[src/rtl/ram_pkg.sv]
// rtl/ram_pkg.sv - shared types and lane helpers for the cleared dual-port RAM
package ram_pkg;

  typedef enum logic {
    CLEAR = 1'b0,
    IDLE  = 1'b1
  } state_t;

  // Which source drives read_data: reset value, RAM (with bypass), or out-of-range fill.
  typedef enum logic [1:0] {
    SEL_ZERO = 2'd0,
    SEL_RAM  = 2'd1,
    SEL_CLR  = 2'd2
  } rd_sel_t;

  function automatic int lanes(input int size, input int lane);
    return (size + lane - 1) / lane;
  endfunction

  // Expands a lane mask to bits: data bit bit_idx is enabled by mask lane lane_of(bit_idx).
  function automatic int lane_of(input int bit_idx, input int lane);
    return bit_idx / lane;
  endfunction

endpackage

[src/rtl/dual_port_ram_clr_if.sv]
// rtl/dual_port_ram_clr_if.sv - write/read/clear port bundle for dual_port_ram_clr
interface dual_port_ram_clr_if
  import ram_pkg::*;
#(
  parameter int SIZE  = 16,
  parameter int DEPTH = 256,
  parameter int LANE  = 8
);
  localparam int AW    = $clog2(DEPTH);
  localparam int LANES = lanes(SIZE, LANE);

  logic             clear;
  logic             busy;
  logic [AW-1:0]    wr_address;
  logic [SIZE-1:0]  write_data;
  logic [LANES-1:0] write_mask;
  logic             write_en;
  logic [AW-1:0]    rd_address;
  logic             read_en;
  logic [SIZE-1:0]  read_data;
  logic             read_valid;

  modport master (
    output clear, wr_address, write_data, write_mask, write_en, rd_address, read_en,
    input  busy, read_data, read_valid
  );

  modport slave (
    input  clear, wr_address, write_data, write_mask, write_en, rd_address, read_en,
    output busy, read_data, read_valid
  );

endinterface

[src/rtl/ram_core_2p.sv]
// rtl/ram_core_2p.sv - bare simple dual-port array, bit-masked write, registered read, no reset
module ram_core_2p #(
  parameter int SIZE  = 16,
  parameter int DEPTH = 256,
  localparam int AW   = $clog2(DEPTH)
) (
  input  logic            clk,
  input  logic            we,
  input  logic [AW-1:0]   waddr,
  input  logic [SIZE-1:0] wdata,
  input  logic [SIZE-1:0] wbits,
  input  logic            re,
  input  logic [AW-1:0]   raddr,
  output logic [SIZE-1:0] rdata
);

  logic [SIZE-1:0] mem [DEPTH];

  // Kept free of reset so synthesis can map it onto block RAM.
  always_ff @(posedge clk) begin
    if (we) begin
      for (int b = 0; b < SIZE; b++) begin
        if (wbits[b]) begin
          mem[waddr][b] <= wdata[b];
        end
      end
    end
    if (re) begin
      rdata <= mem[raddr];
    end
  end

endmodule

[src/rtl/dual_port_ram_clr.sv]
// rtl/dual_port_ram_clr.sv - dual-port RAM with lane masks and clear sequencer; optional RAM_OUT_REG_EN output stage
module dual_port_ram_clr
  import ram_pkg::*;
#(
  parameter int              SIZE        = 16,
  parameter int              DEPTH       = 256,
  parameter int              LANE        = 8,
  parameter int              WRITE_FIRST = 0,
  parameter logic [SIZE-1:0] CLEAR_VALUE = '0
) (
  input  logic               clk,
  input  logic               rst,
  dual_port_ram_clr_if.slave bus
);

  localparam int            AW      = $clog2(DEPTH);
  localparam logic [AW:0]   DEPTH_W = (AW + 1)'(DEPTH);
  localparam logic [AW-1:0] LAST    = AW'(DEPTH - 1);

  state_t          state;
  logic [AW-1:0]   clr_ptr;
  rd_sel_t         sel_q;
  logic [SIZE-1:0] byp_bits_q;
  logic [SIZE-1:0] byp_data_q;
  logic            rv_q;
  logic [SIZE-1:0] ram_rdata;
  logic [SIZE-1:0] rdata_s1;
  logic [SIZE-1:0] wbits;

  logic idle, wr_in, rd_in, wr_ok, rd_acc, rd_ram, hit;

  for (genvar b = 0; b < SIZE; b++) begin : g_mask
    assign wbits[b] = bus.write_mask[lane_of(b, LANE)];
  end

  assign idle   = (state == IDLE);
  assign wr_in  = ({1'b0, bus.wr_address} < DEPTH_W);
  assign rd_in  = ({1'b0, bus.rd_address} < DEPTH_W);
  assign wr_ok  = idle & bus.write_en & wr_in;
  assign rd_acc = idle & bus.read_en;
  assign rd_ram = rd_acc & rd_in;
  assign hit    = (WRITE_FIRST != 0) & wr_ok & rd_ram & (bus.rd_address == bus.wr_address);

  ram_core_2p #(.SIZE(SIZE), .DEPTH(DEPTH)) u_core (
    .clk   (clk),
    .we    (~rst & (~idle | wr_ok)),
    .waddr (idle ? bus.wr_address : clr_ptr),
    .wdata (idle ? bus.write_data : CLEAR_VALUE),
    .wbits (idle ? wbits : {SIZE{1'b1}}),
    .re    (~rst & rd_ram),
    .raddr (bus.rd_address),
    .rdata (ram_rdata)
  );

  always_ff @(posedge clk) begin
    if (rst) begin
      state      <= CLEAR;
      clr_ptr    <= '0;
      sel_q      <= SEL_ZERO;
      byp_bits_q <= '0;
      byp_data_q <= '0;
      rv_q       <= 1'b0;
    end else begin
      rv_q <= rd_acc;
      // The core returns old contents on a collision; the bypass overlays the new lanes.
      if (rd_acc) begin
        sel_q      <= rd_in ? SEL_RAM : SEL_CLR;
        byp_bits_q <= hit ? wbits : '0;
        byp_data_q <= bus.write_data;
      end
      case (state)
        CLEAR: begin
          clr_ptr <= clr_ptr + 1'b1;
          if (clr_ptr == LAST) begin
            state <= IDLE;
          end
        end
        IDLE: begin
          if (bus.clear) begin
            state   <= CLEAR;
            clr_ptr <= '0;
          end
        end
        default: state <= CLEAR;
      endcase
    end
  end

  always_comb begin
    rdata_s1 = '0;
    case (sel_q)
      SEL_RAM:  rdata_s1 = (ram_rdata & ~byp_bits_q) | (byp_data_q & byp_bits_q);
      SEL_CLR:  rdata_s1 = CLEAR_VALUE;
      default:  rdata_s1 = '0;
    endcase
  end

  assign bus.busy = ~idle;

`ifdef RAM_OUT_REG_EN
  logic [SIZE-1:0] rdata_q2;
  logic            rv_q2;

  always_ff @(posedge clk) begin
    if (rst) begin
      rdata_q2 <= '0;
      rv_q2    <= 1'b0;
    end else begin
      rv_q2 <= rv_q;
      if (rv_q) begin
        rdata_q2 <= rdata_s1;
      end
    end
  end

  assign bus.read_data  = rdata_q2;
  assign bus.read_valid = rv_q2;
`else
  assign bus.read_data  = rdata_s1;
  assign bus.read_valid = rv_q;
`endif

endmodule
[src/flat_wrapper.sv]
// flat-port wrapper written by rule: the top's interface ports become plain ports
module dual_port_ram_clr_flat import ram_pkg::*;
#(
  parameter int              SIZE        = 16,
  parameter int              DEPTH       = 256,
  parameter int              LANE        = 8,
  parameter int              WRITE_FIRST = 0,
  parameter logic [SIZE-1:0] CLEAR_VALUE = '0
)
  (clk, rst, bus_clear, bus_wr_address, bus_write_data, bus_write_mask, bus_write_en, bus_rd_address, bus_read_en, bus_busy, bus_read_data, bus_read_valid);
  dual_port_ram_clr_if #(.SIZE(SIZE), .DEPTH(DEPTH), .LANE(LANE)) bus_i ();
  input  logic clk;
  input  logic rst;
  input wire logic [$bits(bus_i.clear)-1:0] bus_clear;
  input wire logic [$bits(bus_i.wr_address)-1:0] bus_wr_address;
  input wire logic [$bits(bus_i.write_data)-1:0] bus_write_data;
  input wire logic [$bits(bus_i.write_mask)-1:0] bus_write_mask;
  input wire logic [$bits(bus_i.write_en)-1:0] bus_write_en;
  input wire logic [$bits(bus_i.rd_address)-1:0] bus_rd_address;
  input wire logic [$bits(bus_i.read_en)-1:0] bus_read_en;
  output wire logic [$bits(bus_i.busy)-1:0] bus_busy;
  output wire logic [$bits(bus_i.read_data)-1:0] bus_read_data;
  output wire logic [$bits(bus_i.read_valid)-1:0] bus_read_valid;
  assign bus_i.clear = bus_clear;
  assign bus_i.wr_address = bus_wr_address;
  assign bus_i.write_data = bus_write_data;
  assign bus_i.write_mask = bus_write_mask;
  assign bus_i.write_en = bus_write_en;
  assign bus_i.rd_address = bus_rd_address;
  assign bus_i.read_en = bus_read_en;
  assign bus_busy = bus_i.busy;
  assign bus_read_data = bus_i.read_data;
  assign bus_read_valid = bus_i.read_valid;
  dual_port_ram_clr #(.SIZE(SIZE), .DEPTH(DEPTH), .LANE(LANE), .WRITE_FIRST(WRITE_FIRST), .CLEAR_VALUE(CLEAR_VALUE)) u_core (.clk(clk), .rst(rst), .bus(bus_i));
endmodule
[config.mk]
export PLATFORM = sky130hd
export DESIGN_NAME = dual_port_ram_clr_flat
export DESIGN_NICKNAME = d
export VERILOG_FILES = /design/src/rtl/ram_pkg.sv /design/src/rtl/dual_port_ram_clr_if.sv /design/src/rtl/ram_core_2p.sv /design/src/rtl/dual_port_ram_clr.sv /design/src/flat_wrapper.sv
export SDC_FILE = /design/constraint.sdc
export NUM_CORES = 2
export LEC_CHECK = 0
export BUFFER_PORTS_ARGS = -buffer_cell sky130_fd_sc_hd__buf_4
export CAP_MARGIN = 20
export CORE_ASPECT_RATIO = 1.1
export CORE_MARGIN = 5
export CORE_UTILIZATION = 50
export DETAILED_ROUTE_END_ITERATION = 8
export HOLD_SLACK_MARGIN = 0.1
export PLACE_DENSITY_LB_ADDON = 0.08
export SYNTH_ARGS = -nofsm -noshare
export SYNTH_HDL_FRONTEND = slang
export SYNTH_SLANG_ARGS = --single-unit
[constraint.sdc]
create_clock -name clk -period 5.3 [get_ports clk]
set_clock_uncertainty 0.2 [all_clocks]
set_input_delay 0.53 -clock clk [delete_from_list [all_inputs] [get_ports clk]]
set_output_delay 0.53 -clock clk [all_outputs]
set_load 0.005 [all_outputs]
# [Word-level counts from Yosys, hierarchy flattened]
# Memory sizes are Yosys's and may differ from the RTL's. A register that Yosys moved wholly into a read port is not among the register bits.
# Cells that the tools add are included.
[classes] multipliers=0 n_reduce_logical=0 n_eq_ne=2 muxes=57 magnitude_cmp=0 n_div=0 addsub=1 bitwise_logic=7 n_shift=0
[ops] operator="$mux W1" count=50
[ops] operator="$mux W16" count=3
[ops] operator="$mux W8" count=2
[ops] operator="$pmux W8 S2" count=1
[ops] operator="$add A8 B1 Y8 const B" count=1
[ops] operator="$eq A8 B8 Y1 const B" count=1
[ops] operator="$and A1 B1 Y1" count=4
[ops] operator="$ne A2 B2 Y1 const B" count=1
[ops] operator="$not A1 Y1" count=2
[ops] operator="$pmux W1 S2" count=1
[ops] operator="$or A1 B1 Y1" count=1
[word_totals] ramBits=4096 input_bits=39 register_bits=11 memories=1 latchBits=0 output_inout_bits=18 mem_bits_ro=0
[mem_list] memory="u_core.u_core.mem" depth=256 word_bits=16 rd=1 rd_clocked_by_memory_dff=1 write_ports=1 line_no="ram_core_2p.sv:17" source="logic [SIZE-1:0] mem [DEPTH];"

# [Longest topological paths before layout]
[depth] ltp_word=5 mapped_depth=13

# [Modules after synthesis]
# A second synthesis with hierarchy kept.
[hier_totals] hier_cells=12314 area_unflattened_um2=179417.1
[by_module_without_submodules] module="ram_core_2p" area_per_inst_um2=178590.0 n_inst=1 cells_each=12210 seq_area_each_um2=123478.4
[by_module_without_submodules] module="dual_port_ram_clr" area_per_inst_um2=827.0 n_inst=1 cells_each=104 seq_area_each_um2=220.2

# [Least setup slack after synthesis]
# Ideal clock, no wire load.
[synth_timing] path_type="register -> register" startpoint="reg u_core.state, in the netlist u_core.idle" endpoint="mem u_core.u_core.mem[0][0], data pin" setup_slack_ps=-339 synth_period_minus_slack_ps=5639 n_path_buf=4 arrival_ps=4572 path_stages_with_launch=6 cell_sequence="dfxtp_1 clkbuf_1 clkbuf_1 clkbuf_1 buf_1 and2_1"
[synth_between] elab_chain_len=1
[synth_lines] item="from (decl)" line_no="dual_port_ram_clr.sv:20" source="state_t state;"
[synth_lines] item="from (signal assigned)" line_no="dual_port_ram_clr.sv:57" source="state <= CLEAR;"
[synth_lines] item="from (signal assigned)" line_no="dual_port_ram_clr.sv:75" source="state <= IDLE;"
[synth_lines] item="from (signal assigned)" line_no="dual_port_ram_clr.sv:80" source="state <= CLEAR;"
[synth_lines] item="$mux W16" line_no="dual_port_ram_clr.sv:48" source=".wdata (idle ? bus.write_data : CLEAR_VALUE),"
[synth_lines] item="via u_core.u_core.wdata[0]" line_no="ram_core_2p.sv:10" source="input logic [SIZE-1:0] wdata,"
[synth_lines] item="to (decl)" line_no="ram_core_2p.sv:17"
# The timed path passes the listed nets, and every way through them passes these cells.

==> results.py <==
metrics = {
    "status": {
        "outcome": "complete, no violations",
    },
    "cells_and_area": {
        "layout-drive-gt1-share_pct": 22.2,
        "multi_input_area_mm2": 0.0347,
        "post-route-cell-area_mm2": 0.181,
        "area_growth_syn_to_layout_pct": 12.2,
        "number_of_fill_cells_in_the_layout": 24000,
        "seq_area_mm2": 0.124,
        "finalCoreUtilization_pct": 56.3,
        "final_net_count": 8088,
    },
    "clock_network": {
        "ctsLongestPathBuffers": 4,
        "tritoncts": "built",
        "cts.root.buffer_cell": "sky130_fd_sc_hd__clkbuf_16",
        "numClockSinks": 4123,
        "postCtsHoldBufs": 13,
        "cts.repair.resized": 0,
        "cts_made_buffers": 413,
        "worst_skew_pair_later_pin_latency_ns": 0.94,
        "clkTransAtPathRegs_ns": 0.06,
        "cts_setup_buffers": 0,
        "clock_tree.htree_level_count": 5,
    },
    "floorplan": {
        "num_io_pins": 57,
        "fp.dieArea_mm2": 0.334,
        "rows": 218,
        "core_mm2": 0.321,
        "die_h_um": 605,
        "initial_core_util_pct": 50.2,
        "die_x_um": 551,
    },
    "power": {
        "cellPowerDensity_mw_per_mm2": 371,
        "power.ir.vdd_worst_uv": 254,
        "power.leakage_nw": 55.3,
    },
    "route": {
        "top_layer": "met5",
        "detail_route.drc_violations": 0,
        "met2_length_um": 207000,
        "detail_route.iter0.violations": 8836,
        "detail_route.wl_per_cell_um": 33.4,
        "drt_first_pass_iters": 5,
        "route.final.wire_length_um": 423000,
        "ant_nets": 0,
        "via_count": 79300,
        "met3_wire_length_um": 28900,
        "wl_on_met1_um": 172000,
        "via_per_inst": 6.26,
    },
    "yosys": {
        "yosys-top-cells-area": "sky130_fd_sc_hd__edfxtp_1 77%, sky130_fd_sc_hd__mux4_2 11%, sky130_fd_sc_hd__mux2i_1 3.4%, sky130_fd_sc_hd__o221ai_1 1.4%, sky130_fd_sc_hd__nor2_1 1.3%",
        "synth_cells": 7776,
        "synth.net_count": 7816,
        "synth_area_leader_cell": "sky130_fd_sc_hd__edfxtp_1",
        "mappedNetlistArea_mm2": 0.161,
        "synth_warnings": 0,
        "ys.flop_type": "sky130_fd_sc_hd__edfxtp_1",
        "yosysTopAreaCellShare_pct": 76.7,
        "synth_commonest_cells": "4112 x sky130_fd_sc_hd__edfxtp_1, 814 x sky130_fd_sc_hd__mux4_2, 558 x sky130_fd_sc_hd__nor2_1, 550 x sky130_fd_sc_hd__mux2i_1",
        "syn-mean-instance-area_um2": 20.7,
        "synth-seq-cells": 4123,
        "synth-seq-area-share_pct": 76.8,
        "post_synth_num_cell_types": 70,
        "async_flop_share_pct": 0,
        "synth_enable_flop_cells": 4112,
        "synth_most_common_cell": "sky130_fd_sc_hd__edfxtp_1",
    },
    "placement": {
        "postPlaceCellArea_mm2": 0.167,
        "numPortBuffers": 56,
        "routability_congestion_estimate": 0.821,
        "dp.final_hpwl_um": 253000,
    },
    "grt": {
        "grt.overflow.total": 0,
        "grt_start_max_net_pins": 184,
        "first_pass_grt_wire_length_um": 603000,
        "grt_antenna_before_repair": 17,
        "grt_pass1_vias": 80400,
        "grt_use_total_pct": 25.2,
    },
    "sta": {
        "report.final.slew_viol_count": 0,
        "min_period_ns": 4.22,
        "final.setup.tns_ns": 0,
        "achievable-frequency_mhz": 237,
        "holdWs_ns": 0.151,
        "tightestPinTransition_ns": 1.22,
        "final_hold_violations": 0,
        "final_min_period_over_clock_period_pct": 79.6,
        "number_of_failing_setup_endpoints_in_the_final_timing_report": 0,
        "rsz0062_at_grt": "false",
        "slew-limit-headroom_pct": 18.8,
    },
    "setup_path": {
        "critical_path_class": "in2reg",
        "slowest_stage": "sky130_fd_sc_hd__a2111oi_1",
        "cp-start-kind": "input pin",
        "critical-path-max-stage-delay_ns": 0.96,
        "cp-end-kind": "flip-flop",
        "crit_path_max_fanout": 52,
        "critical_path.cell_chain": "buf_16, buf_12, buf_4, mux2i_1, o221ai_1, a21oi_1, a2111oi_1, nand3_1, nor4_2",
        "arrival_ns": 4.79,
        "worst-endpoint-required_ns": 5.87,
    },
    "hold_path": {
        "worst_hold_path_type": "in2reg",
    },
    "run": {
        "maxCapViolCount": 0,
    },
}
-- state kept, by name, summed over array words and instances (netlist names) --
register	count
u_core.clr_ptr	8
u_core.idle	1
u_core.u_core.mem	4096
u_core.u_core.rdata	16
u_core.sel_q	1
u_core.bus.read_valid	1
-- cells in the final DEF (no fill, tap or decap), types with 19 or more instances in the layout --
master | synthesis | layout
sky130_fd_sc_hd__o221ai_1 | 255 | 255
sky130_fd_sc_hd__o22ai_1 | 134 | 134
sky130_fd_sc_hd__nand3_1 | 38 | 38
sky130_fd_sc_hd__bufinv_16 | 0 | 48
sky130_fd_sc_hd__a221oi_1 | 24 | 24
sky130_fd_sc_hd__edfxtp_1 | 4112 | 4112
sky130_fd_sc_hd__o21ai_0 | 37 | 37
sky130_fd_sc_hd__a21oi_1 | 209 | 209
sky130_fd_sc_hd__clkinv_2 | 0 | 69
sky130_fd_sc_hd__o211ai_1 | 19 | 19
sky130_fd_sc_hd__mux2i_1 | 550 | 550
sky130_fd_sc_hd__buf_12 | 14 | 61
sky130_fd_sc_hd__clkbuf_1 | 255 | 82
sky130_fd_sc_hd__a22oi_1 | 19 | 19
sky130_fd_sc_hd__a22o_1 | 31 | 31
sky130_fd_sc_hd__buf_4 | 51 | 277
sky130_fd_sc_hd__nor2_1 | 558 | 553
sky130_fd_sc_hd__nor3_1 | 70 | 69
sky130_fd_sc_hd__clkbuf_16 | 0 | 420
sky130_fd_sc_hd__o32ai_1 | 20 | 19
sky130_fd_sc_hd__nand2_1 | 94 | 78
sky130_fd_sc_hd__mux4_2 | 814 | 814
sky130_fd_sc_hd__mux2_2 | 65 | 65
sky130_fd_sc_hd__clkinv_1 | 0 | 101
sky130_fd_sc_hd__a211oi_1 | 31 | 31
-- critical path, delay by kind of cell --
family / cells / cell delay, ns
and+or+nand+nor: 2 / 0.95
muxes: 1 / 0.19
AOI/OAI and AO/OA: 3 / 1.44
buffers and inverters: 3 / 1.45
-- through the flow --
stage / power, mW / cells / worst slack [ns]
finish: 67.0 / 12700 / 1.08
floorplan: 37.8 / 7776 / -0.305
CTS: 67.4 / 12700 / 1.04
detailed placement: 38.7 / 11900 / 0.0295
global placement: 38.7 / 11900 / 0.0621
global route: 69.0 / 12700 / 1.00
-- where the power goes --
group	switching, mW	internal, mW
Sequential	0.00951	35.3
Clock	12.2	16.8
Combinational	1.63	1.05
-- path summary, 6_finish.rpt --
| kind | startpoint | to | slack (ns) | cells past startpoint |
|---|---|---|---|---|
| worst max-delay path | bus_rd_address[0] | u_core.u_core.rdata[13] | 1.08 | 9 |
| worst min-delay path | bus_write_data[2] | u_core.u_core.mem[140][2] | 0.15 | 2 |
| worst max register to register | u_core.idle | u_core.u_core.mem[15][4] | 1.32 | 5 |
| worst min register to register | u_core.clr_ptr[0] | u_core.clr_ptr[3] | 0.34 | 2 |
-- cell families after synthesis --
| kind of cell | after synthesis | share of synthesized area, % |
|---|---|---|
| buf+inv | 512 | 1.82 |
| mux | 1429 | 15.3 |
| simple gates | 861 | 2.31 |
| flops | 4123 | 76.8 |
| compound gates | 850 | 3.81 |
| fa+ha+maj | 1 | 0.00777 |
-- final cells by class --
cell class                 count  area share [%]
antenna                        3         0.00415
timing repair buffer         358            1.97
inverter                      11          0.0312
tap                         4290            2.97
multi-input combinational   3141            19.2
sequential                  4123            68.5
clock inverter               250            1.37
clock buffer                 502            5.99
-- routing by layer --
layer	vias up	GRT usage [%]
li1	33200	-
met1	42500	35.6
met2	3039	41.0
met3	609	4.01
met4	2	7.57
met5	-	0
(Power assumes the default switching activity.)
